===== config.mk =====
export PLATFORM = sky130hd
export DESIGN_NAME = switch_route_compute
export DESIGN_NICKNAME = d
export VERILOG_FILES = /design/src/rtl/switch_route_compute.sv
export SDC_FILE = /design/constraint.sdc
export NUM_CORES = 1
export LEC_CHECK = 0
export BUFFER_PORTS_ARGS = -buffer_cell sky130_fd_sc_hd__buf_2
export CAP_MARGIN = 20
export CORE_ASPECT_RATIO = 1.25
export CORE_MARGIN = 2
export CORE_UTILIZATION = 52
export DETAILED_ROUTE_END_ITERATION = 7
export HOLD_SLACK_MARGIN = 0.03
export PLACE_DENSITY = 0.78
export SKIP_CTS_REPAIR_TIMING = 1
export SLEW_MARGIN = 40
export SYNTH_ARGS = -nofsm -noshare
export SYNTH_HDL_FRONTEND = slang
export SYNTH_SLANG_ARGS = --single-unit
export TNS_END_PERCENT = 50

===== constraint.sdc =====
create_clock -name clk -period 4.05 [get_ports clk]
set_clock_uncertainty 0.05 [all_clocks]
set_input_delay 0.405 -clock clk [delete_from_list [all_inputs] [get_ports clk]]
set_output_delay 0.405 -clock clk [all_outputs]
set_load 0.01 [all_outputs]

===== src/rtl/switch_route_compute.sv =====
`default_nettype none
// ============================================================================
// Module   : switch_route_compute (plus chiplet_types_pkg)
// Brief    : Per-buffer route lookup; holds port/VC for a whole packet.
// Revision : 1.0
// ============================================================================
package chiplet_types_pkg;
    localparam int NODE_W = 2;
    localparam int PORT_W = 3;

    typedef struct packed {
        logic              vc;
        logic [NODE_W-1:0] dest;
        logic [7:0]        length;
    } flit_t;

    typedef struct packed {
        logic [NODE_W-1:0] dest_id;
        logic [PORT_W-1:0] out_port;
    } route_lut_t;
endpackage

module switch_route_compute
    import chiplet_types_pkg::*;
#(
    parameter int NUM_BUFFERS  = 5,
    parameter int NUM_OUTPORTS = 5,
    parameter int TOTAL_NODES  = 4,
    parameter int TABLE_SIZE   = 8
) (
    input  logic                                             clk,
    input  logic                                             rst,
    input  logic       [NUM_BUFFERS-1:0]                     buf_valid,
    input  flit_t      [NUM_BUFFERS-1:0]                     buf_flit,
    input  logic       [NUM_BUFFERS-1:0]                     flit_taken,
    input  route_lut_t [TABLE_SIZE-1:0]                      route_lut,
    input  logic       [NUM_OUTPORTS-1:0]                    dateline,
    output logic       [NUM_BUFFERS-1:0]                     route_valid,
    output logic       [NUM_BUFFERS-1:0][$clog2(NUM_OUTPORTS)-1:0] route_port,
    output logic       [NUM_BUFFERS-1:0]                     route_vc,
    output logic       [NUM_BUFFERS-1:0]                     tail_out,
    output logic       [NUM_BUFFERS-1:0]                     drop_pop,
    output logic       [NUM_BUFFERS-1:0]                     route_miss
);
    localparam int PW = $clog2(NUM_OUTPORTS);
    localparam logic [NODE_W:0] NODES_LIMIT = (NODE_W+1)'(TOTAL_NODES);

    typedef enum logic [1:0] {
        IDLE   = 2'd0,
        LOOKUP = 2'd1,
        ACTIVE = 2'd2,
        DROP   = 2'd3
    } state_t;

    for (genvar i = 0; i < NUM_BUFFERS; i++) begin : g_buf
        state_t            state;
        logic [NODE_W-1:0] cap_dest;
        logic              cap_vc;
        logic [7:0]        cap_len;
        logic [7:0]        rem;
        logic              rv;
        logic [PW-1:0]     rp;
        logic              rvc;
        logic              rmiss;
        logic              hit;
        logic [PW-1:0]     hit_port;
        logic              hit_dl;

        // Walk downward so the lowest-indexed matching entry is the last write.
        always_comb begin
            hit      = 1'b0;
            hit_port = '0;
            for (int j = TABLE_SIZE - 1; j >= 0; j--) begin
                if (route_lut[j].dest_id == cap_dest) begin
                    hit      = 1'b1;
                    hit_port = route_lut[j].out_port[PW-1:0];
                end
            end
            if ({1'b0, cap_dest} >= NODES_LIMIT) begin
                hit = 1'b0;
            end
        end

        // Ports beyond the dateline vector are treated as not crossing it.
        assign hit_dl = (int'(hit_port) < NUM_OUTPORTS) ? dateline[hit_port] : 1'b0;

        always_ff @(posedge clk or posedge rst) begin
            if (rst) begin
                state    <= IDLE;
                cap_dest <= '0;
                cap_vc   <= 1'b0;
                cap_len  <= '0;
                rem      <= '0;
                rv       <= 1'b0;
                rp       <= '0;
                rvc      <= 1'b0;
                rmiss    <= 1'b0;
            end else begin
                rmiss <= 1'b0;
                case (state)
                    IDLE: begin
                        if (buf_valid[i]) begin
                            cap_dest <= buf_flit[i].dest;
                            cap_vc   <= buf_flit[i].vc;
                            cap_len  <= buf_flit[i].length;
                            state    <= LOOKUP;
                        end
                    end
                    LOOKUP: begin
                        rem <= cap_len;
                        if (hit) begin
                            rv    <= 1'b1;
                            rp    <= hit_port;
                            rvc   <= hit_dl | cap_vc;
                            state <= ACTIVE;
                        end else begin
                            rmiss <= 1'b1;
                            state <= DROP;
                        end
                    end
                    ACTIVE: begin
                        if (flit_taken[i]) begin
                            if (rem == 8'd0) begin
                                rv    <= 1'b0;
                                state <= IDLE;
                            end else begin
                                rem <= rem - 8'd1;
                            end
                        end
                    end
                    DROP: begin
                        if (buf_valid[i]) begin
                            if (rem == 8'd0) begin
                                state <= IDLE;
                            end else begin
                                rem <= rem - 8'd1;
                            end
                        end
                    end
                    default: state <= IDLE;
                endcase
            end
        end

        assign route_valid[i] = rv;
        assign route_port[i]  = rp;
        assign route_vc[i]    = rvc;
        assign route_miss[i]  = rmiss;
        assign tail_out[i]    = (state == ACTIVE) && (rem == 8'd0);
        assign drop_pop[i]    = (state == DROP) && buf_valid[i];
    end

endmodule
`default_nettype wire

Word-level counts from Yosys, hierarchy flattened. Index checks and enable logic that the tools add are counted.

$add $sub $neg: 5. Order comparisons: 10. Equality and inequality tests: 80. Multiplexer cells: 175. Bitwise operators: 5. Reduce and logical (&&, ||, !) cells: 55.

Operator list (count): 3-bit 2-to-1 mux (40); 8-bit 2-to-1 mux (15); 8-bit one-hot mux with 3 select lines (5); 2-bit equality test (40); 1-bit 2-to-1 mux (80); 2-bit != test (second input constant) (25); 8-bit zero test (5); 2-bit 2-to-1 mux (20); 2-bit one-hot mux with 4 select lines (5); 8-bit by 1-bit subtractor with 8-bit output (second input constant) (5); 3-bit AND reduction (10); 2-bit equality test (second input constant) (10); 3-bit by 4-bit < comparator with 1-bit output (second input constant) (5); 2-bit AND reduction (10); 4-bit AND reduction (5); 1-bit binary-select mux with 3-bit select (5); 3-bit < comparator (second input constant) (5); 3-bit nonzero test (5); 2-bit by 1-bit equality test with 1-bit output (second input constant) (5); 1-bit logical AND (10); 2-bit zero test (5); 1-bit one-hot mux with 2 select lines (5); 2-bit nonzero test (5); 1-bit bitwise OR (5).

Register bits after elaboration: 135. Output and inout bits: 40. Word-level logic and storage cells: 375.

Longest topological paths before layout.
Word-level depth: 13. Mapped depth: 10.

Worst setup path after synthesis. Ideal clock, no wire load.

Kind: input to register. Start point: in route_lut[19] (netlist name). End point: reg g_buf[1].rvc. Library setup time: 0.120 ns. Data arrival time: 2.342 ns. Data required time: 3.880 ns. Path slack: 1.537 ns. Stages: 9. Path buffers: 1. Path through: buf_4 -> xor2_1 -> nor2_1 -> mux2_2 -> a2111oi_2 -> o21a_2 -> mux2i_1 -> o221ai_1 -> o211a_1.

Cells in the longest elaborated chain, start to end: 9. Elaborated cells on any way between the ends: 15. Those cells by class: order compare: 1; eq/ne: 1; mux: 11; bitwise: 1; reduce/logical: 1.

RTL lines: from (decl) (RTL line 36) `input route_lut_t [TABLE_SIZE-1:0] route_lut,`; 2-bit equality test * (RTL line 74) `if (route_lut[j].dest_id == cap_dest) begin`; 3-bit 2-to-1 mux (4 in a row) (RTL line 74); 1-bit binary-select mux with 3-bit select (RTL line 85) `assign hit_dl = (int'(hit_port) < NUM_OUTPORTS) ? dateline[hit_port] : 1'b0;`; 1-bit 2-to-1 mux (not written as such) (RTL line 85); 1-bit 2-to-1 mux (RTL line 85); 1-bit bitwise OR (RTL line 114) `rvc <= hit_dl | cap_vc;`; to (signal assigned) (RTL line 114); to (decl) (RTL line 63) `logic rvc;`.

Every way passes the cells marked *; elsewhere a longest branch is shown, timed or not. The select of a mux whose other input is x is not followed. A chain may end at the register's enable or synchronous reset.

Worst setup path after layout.
Start point: reg g_buf[1].cap_dest[0]. End point: reg g_buf[1].rvc.

Cells in the longest elaborated chain, start to end: 13. Elaborated cells on any way between the ends: 30. Those cells by class: order compare: 1; eq/ne: 8; mux: 19; bitwise: 1; reduce/logical: 1.

RTL lines: from (decl) (RTL line 57) `logic [NODE_W-1:0] cap_dest;`; from (signal assigned) (RTL line 103) `cap_dest <= buf_flit[i].dest;`; 2-bit equality test (RTL line 74); 3-bit 2-to-1 mux (8 in a row) (RTL line 74); 1-bit binary-select mux with 3-bit select (RTL line 85); 1-bit 2-to-1 mux (not written as such) (RTL line 85); 1-bit 2-to-1 mux (RTL line 85); 1-bit bitwise OR (RTL line 114).

Several ways; a longest one is shown, not always the timed one. The select of a mux whose other input is x is not followed.

==> results_dict.tcl <==
set metrics [dict create \
    grt_setup_unrepaired "false" \
    synth_largest_area_cell "dfrtp_1" \
    grt_pass1_vias 7880 \
    vias 8185 \
    drv_cap 0 \
    nNetsFinal 1219 \
    final_cells 1336 \
    synthesis.area_um2 9070 \
    die_h_um 152 \
    critPathTopFamily "compound AO/OA/AOI/OAI gates" \
    nFillCells 1480 \
    yosysWarnings 0 \
    slew_viol_final 0 \
    crit_slowest_cell "dfrtp_1" \
    syn2layout_area_growth_pct 14.4 \
    drt_iter0_markers 633 \
    pre_cts_ws_ns 1.24 \
    r2r-start "g_buf[1].cap_dest[0]" \
    root_buffer "clkbuf_16" \
    final.period_utilization_pct 70.6 \
    cts_buffers 17 \
    synth_cell_type_count 76 \
    final_common_cell "buf_2" \
    startpoint_type "flip-flop" \
    port_buffers 151 \
    drc 0 \
    tightest_slew_ns 0.710 \
    wl_per_cell_um 19.0 \
    worst-setup-path-type "flip-flop to flip-flop" \
    track_usage_pct 27.8 \
    hold_viol_final 0 \
    synth_enable_flop_cells 0 \
    min_from "buf_flit[51]" \
    fp.dieW_um 122 \
    ys_seq_area_share_pct 37.2 \
    htree_levels 4 \
    layout_setup_ws_ns 1.19 \
    synthArstFlopShare_pct 100 \
    setup_viol 0 \
    path_clk_slew_ns 0.06 \
    via_per_inst 6.13 \
    path_cells "xor2_1, nor2_1, mux2_2, a2111oi_2, o21a_2, mux2i_1, o221ai_1, o211a_1" \
    design.core.area_um2 17300 \
    io_pins 152 \
    grt.overflow.total 0 \
    crit_start "g_buf[1].cap_dest[0]" \
    arrival_ns 3.13 \
    vdd.ir_drop.worst_mv 0.503 \
    dp.cells 1300 \
    gp_congestion 0.953 \
    cp.required_ns 4.31 \
    netlist.area_leader.share_pct 37.2 \
    grt_pass1_wl_um 39900 \
    dr.pass1.iters 5 \
    outcome "completed" \
    syn_inst 992 \
    synthesis.nets 1114 \
    layout-drive-gt1-share_pct 25.1 \
    synth_flop_cell "dfrtp_1" \
    final.setup.tns_ns 0 \
    clock_latency_ns 0.43 \
    antenna_found_initial 0 \
    crit_path_end_kind "flip-flop" \
    p_leak_uw 0.00451 \
    dp_hpwl_um 18400 \
    row_count 54 \
    power_density_nw_per_um2 792 \
    post-route-util_pct 60.0 \
    ys_ff_latch 135 \
    slew_headroom_pct 52.0 \
    cts_buffer_depth 2 \
    mostFrequentLayoutCells "buf_2, dfrtp_1, a21oi_1, nor2_1, mux2_2" \
    ant_nets 0 \
    cp_max_fo 11 \
    min_path_type "input pin to flip-flop" \
    fin_crit_ns 2.86 \
    die-area_um2 18500 \
    holdWs_ns 0.155 \
    max_freq_mhz 350 \
    clock-sinks 135 \
    start_util_pct 52.5 \
    routed_wl_um 25300 \
    grt_max_degree 103 \
    path_buf_inv 0 \
    yosys-top-cells-area "dfrtp_1, mux2_2, xor2_1, a21oi_1, xnor2_1" \
    syn-mean-instance-area_um2 9.15 \
    cpPeakStageDelay_ns 0.69 \
    tritoncts "done" \
]
## per-layer routing
| layer | wire length [um] | up-vias | GRT usage, % |
|---|---|---|---|
| met2 | 12300 | 318 | 46.6 |
| met4 | 1030 | 0 | 14.3 |
| met5 | 0 | - | 0 |
| li1 | - | 3861 | - |
| met3 | 2130 | 84 | 6.47 |
| met1 | 9930 | 3922 | 33.3 |
## sequential cells by signal, summed over array words and instances, names as in the netlist
| signal | cells |
|---|---|
| g_buf.rmiss | 5 |
| g_buf.cap_len | 40 |
| g_buf.cap_dest | 10 |
| g_buf.cap_vc | 5 |
| g_buf.rv | 5 |
| g_buf.rp | 15 |
| g_buf.rvc | 5 |
| g_buf.state | 10 |
| g_buf.rem | 40 |
## cell usage after synthesis (11+ instances only)
cell type and count:
dfrtp_1 135, inv_1 42, nor2_1 74, xor2_1 50, mux2i_1 15, buf_4 31
nand2_1 62, nand3_1 30, xnor2_1 41, and3_1 13, a211oi_1 11, nor3_1 44
o21ai_0 51, o22ai_1 24, a21oi_1 79, clkbuf_1 32, mux2_2 68
## area by class of cell
cell class | count | area, um2 | area share, %
multi-input cells | 742 | 5140 | 49.5
flip-flops and latches | 135 | 3380 | 32.5
repair buffers | 158 | 836 | 8.05
clock buffers | 21 | 470 | 4.53
well taps | 224 | 280 | 2.70
inverters | 43 | 165 | 1.59
clock inverters | 11 | 114 | 1.10
diodes | 2 | 5.00 | 0.0482
## through the flow
stage | total power, uW | area (um2)
floorplan | 5730 | 9080
global placement | 6520 | 9750
detailed placement | 6640 | 9760
CTS | 8200 | 10300
global route | 8840 | 10400
finish | 8230 | 10400
## where the power goes
part	internal [uW]	switching (uW)	total [uW]
clock network	904	630	1530
logic	1820	2250	4060
registers	1930	704	2630
## kinds of logic (layout without fill, tap and decap cells)
logic type / Yosys count / count (layout) / synth area share [%]
flip-flops: 135 / 135 / 37.2
adder cells (fa/ha/maj): 10 / 10 / 1.38
other: 0 / 2 / 0
AND/OR/NAND/NOR: 272 / 272 / 14.3
AO/OA/AOI/OAI: 283 / 283 / 21.2
buffers and inverters: 115 / 233 / 6.42
multiplexers: 83 / 83 / 10.1
XOR/XNOR: 94 / 94 / 9.32
## final timing paths
path                                       endpoint  slack (ns)  depth (start not counted)
worst max register to register         g_buf[1].rvc        1.19                          8
min in group asynchronous       g_buf[4].cap_len[0]        0.43                          3
max in group asynchronous           g_buf[2].rem[6]        2.72                          4
worst min-delay path            g_buf[4].cap_len[7]        0.15                          2
worst min register to register       g_buf[2].rp[2]        0.44                          2
worst max-delay path                   g_buf[1].rvc        1.19                          8
(Power assumes the default switching activity.)
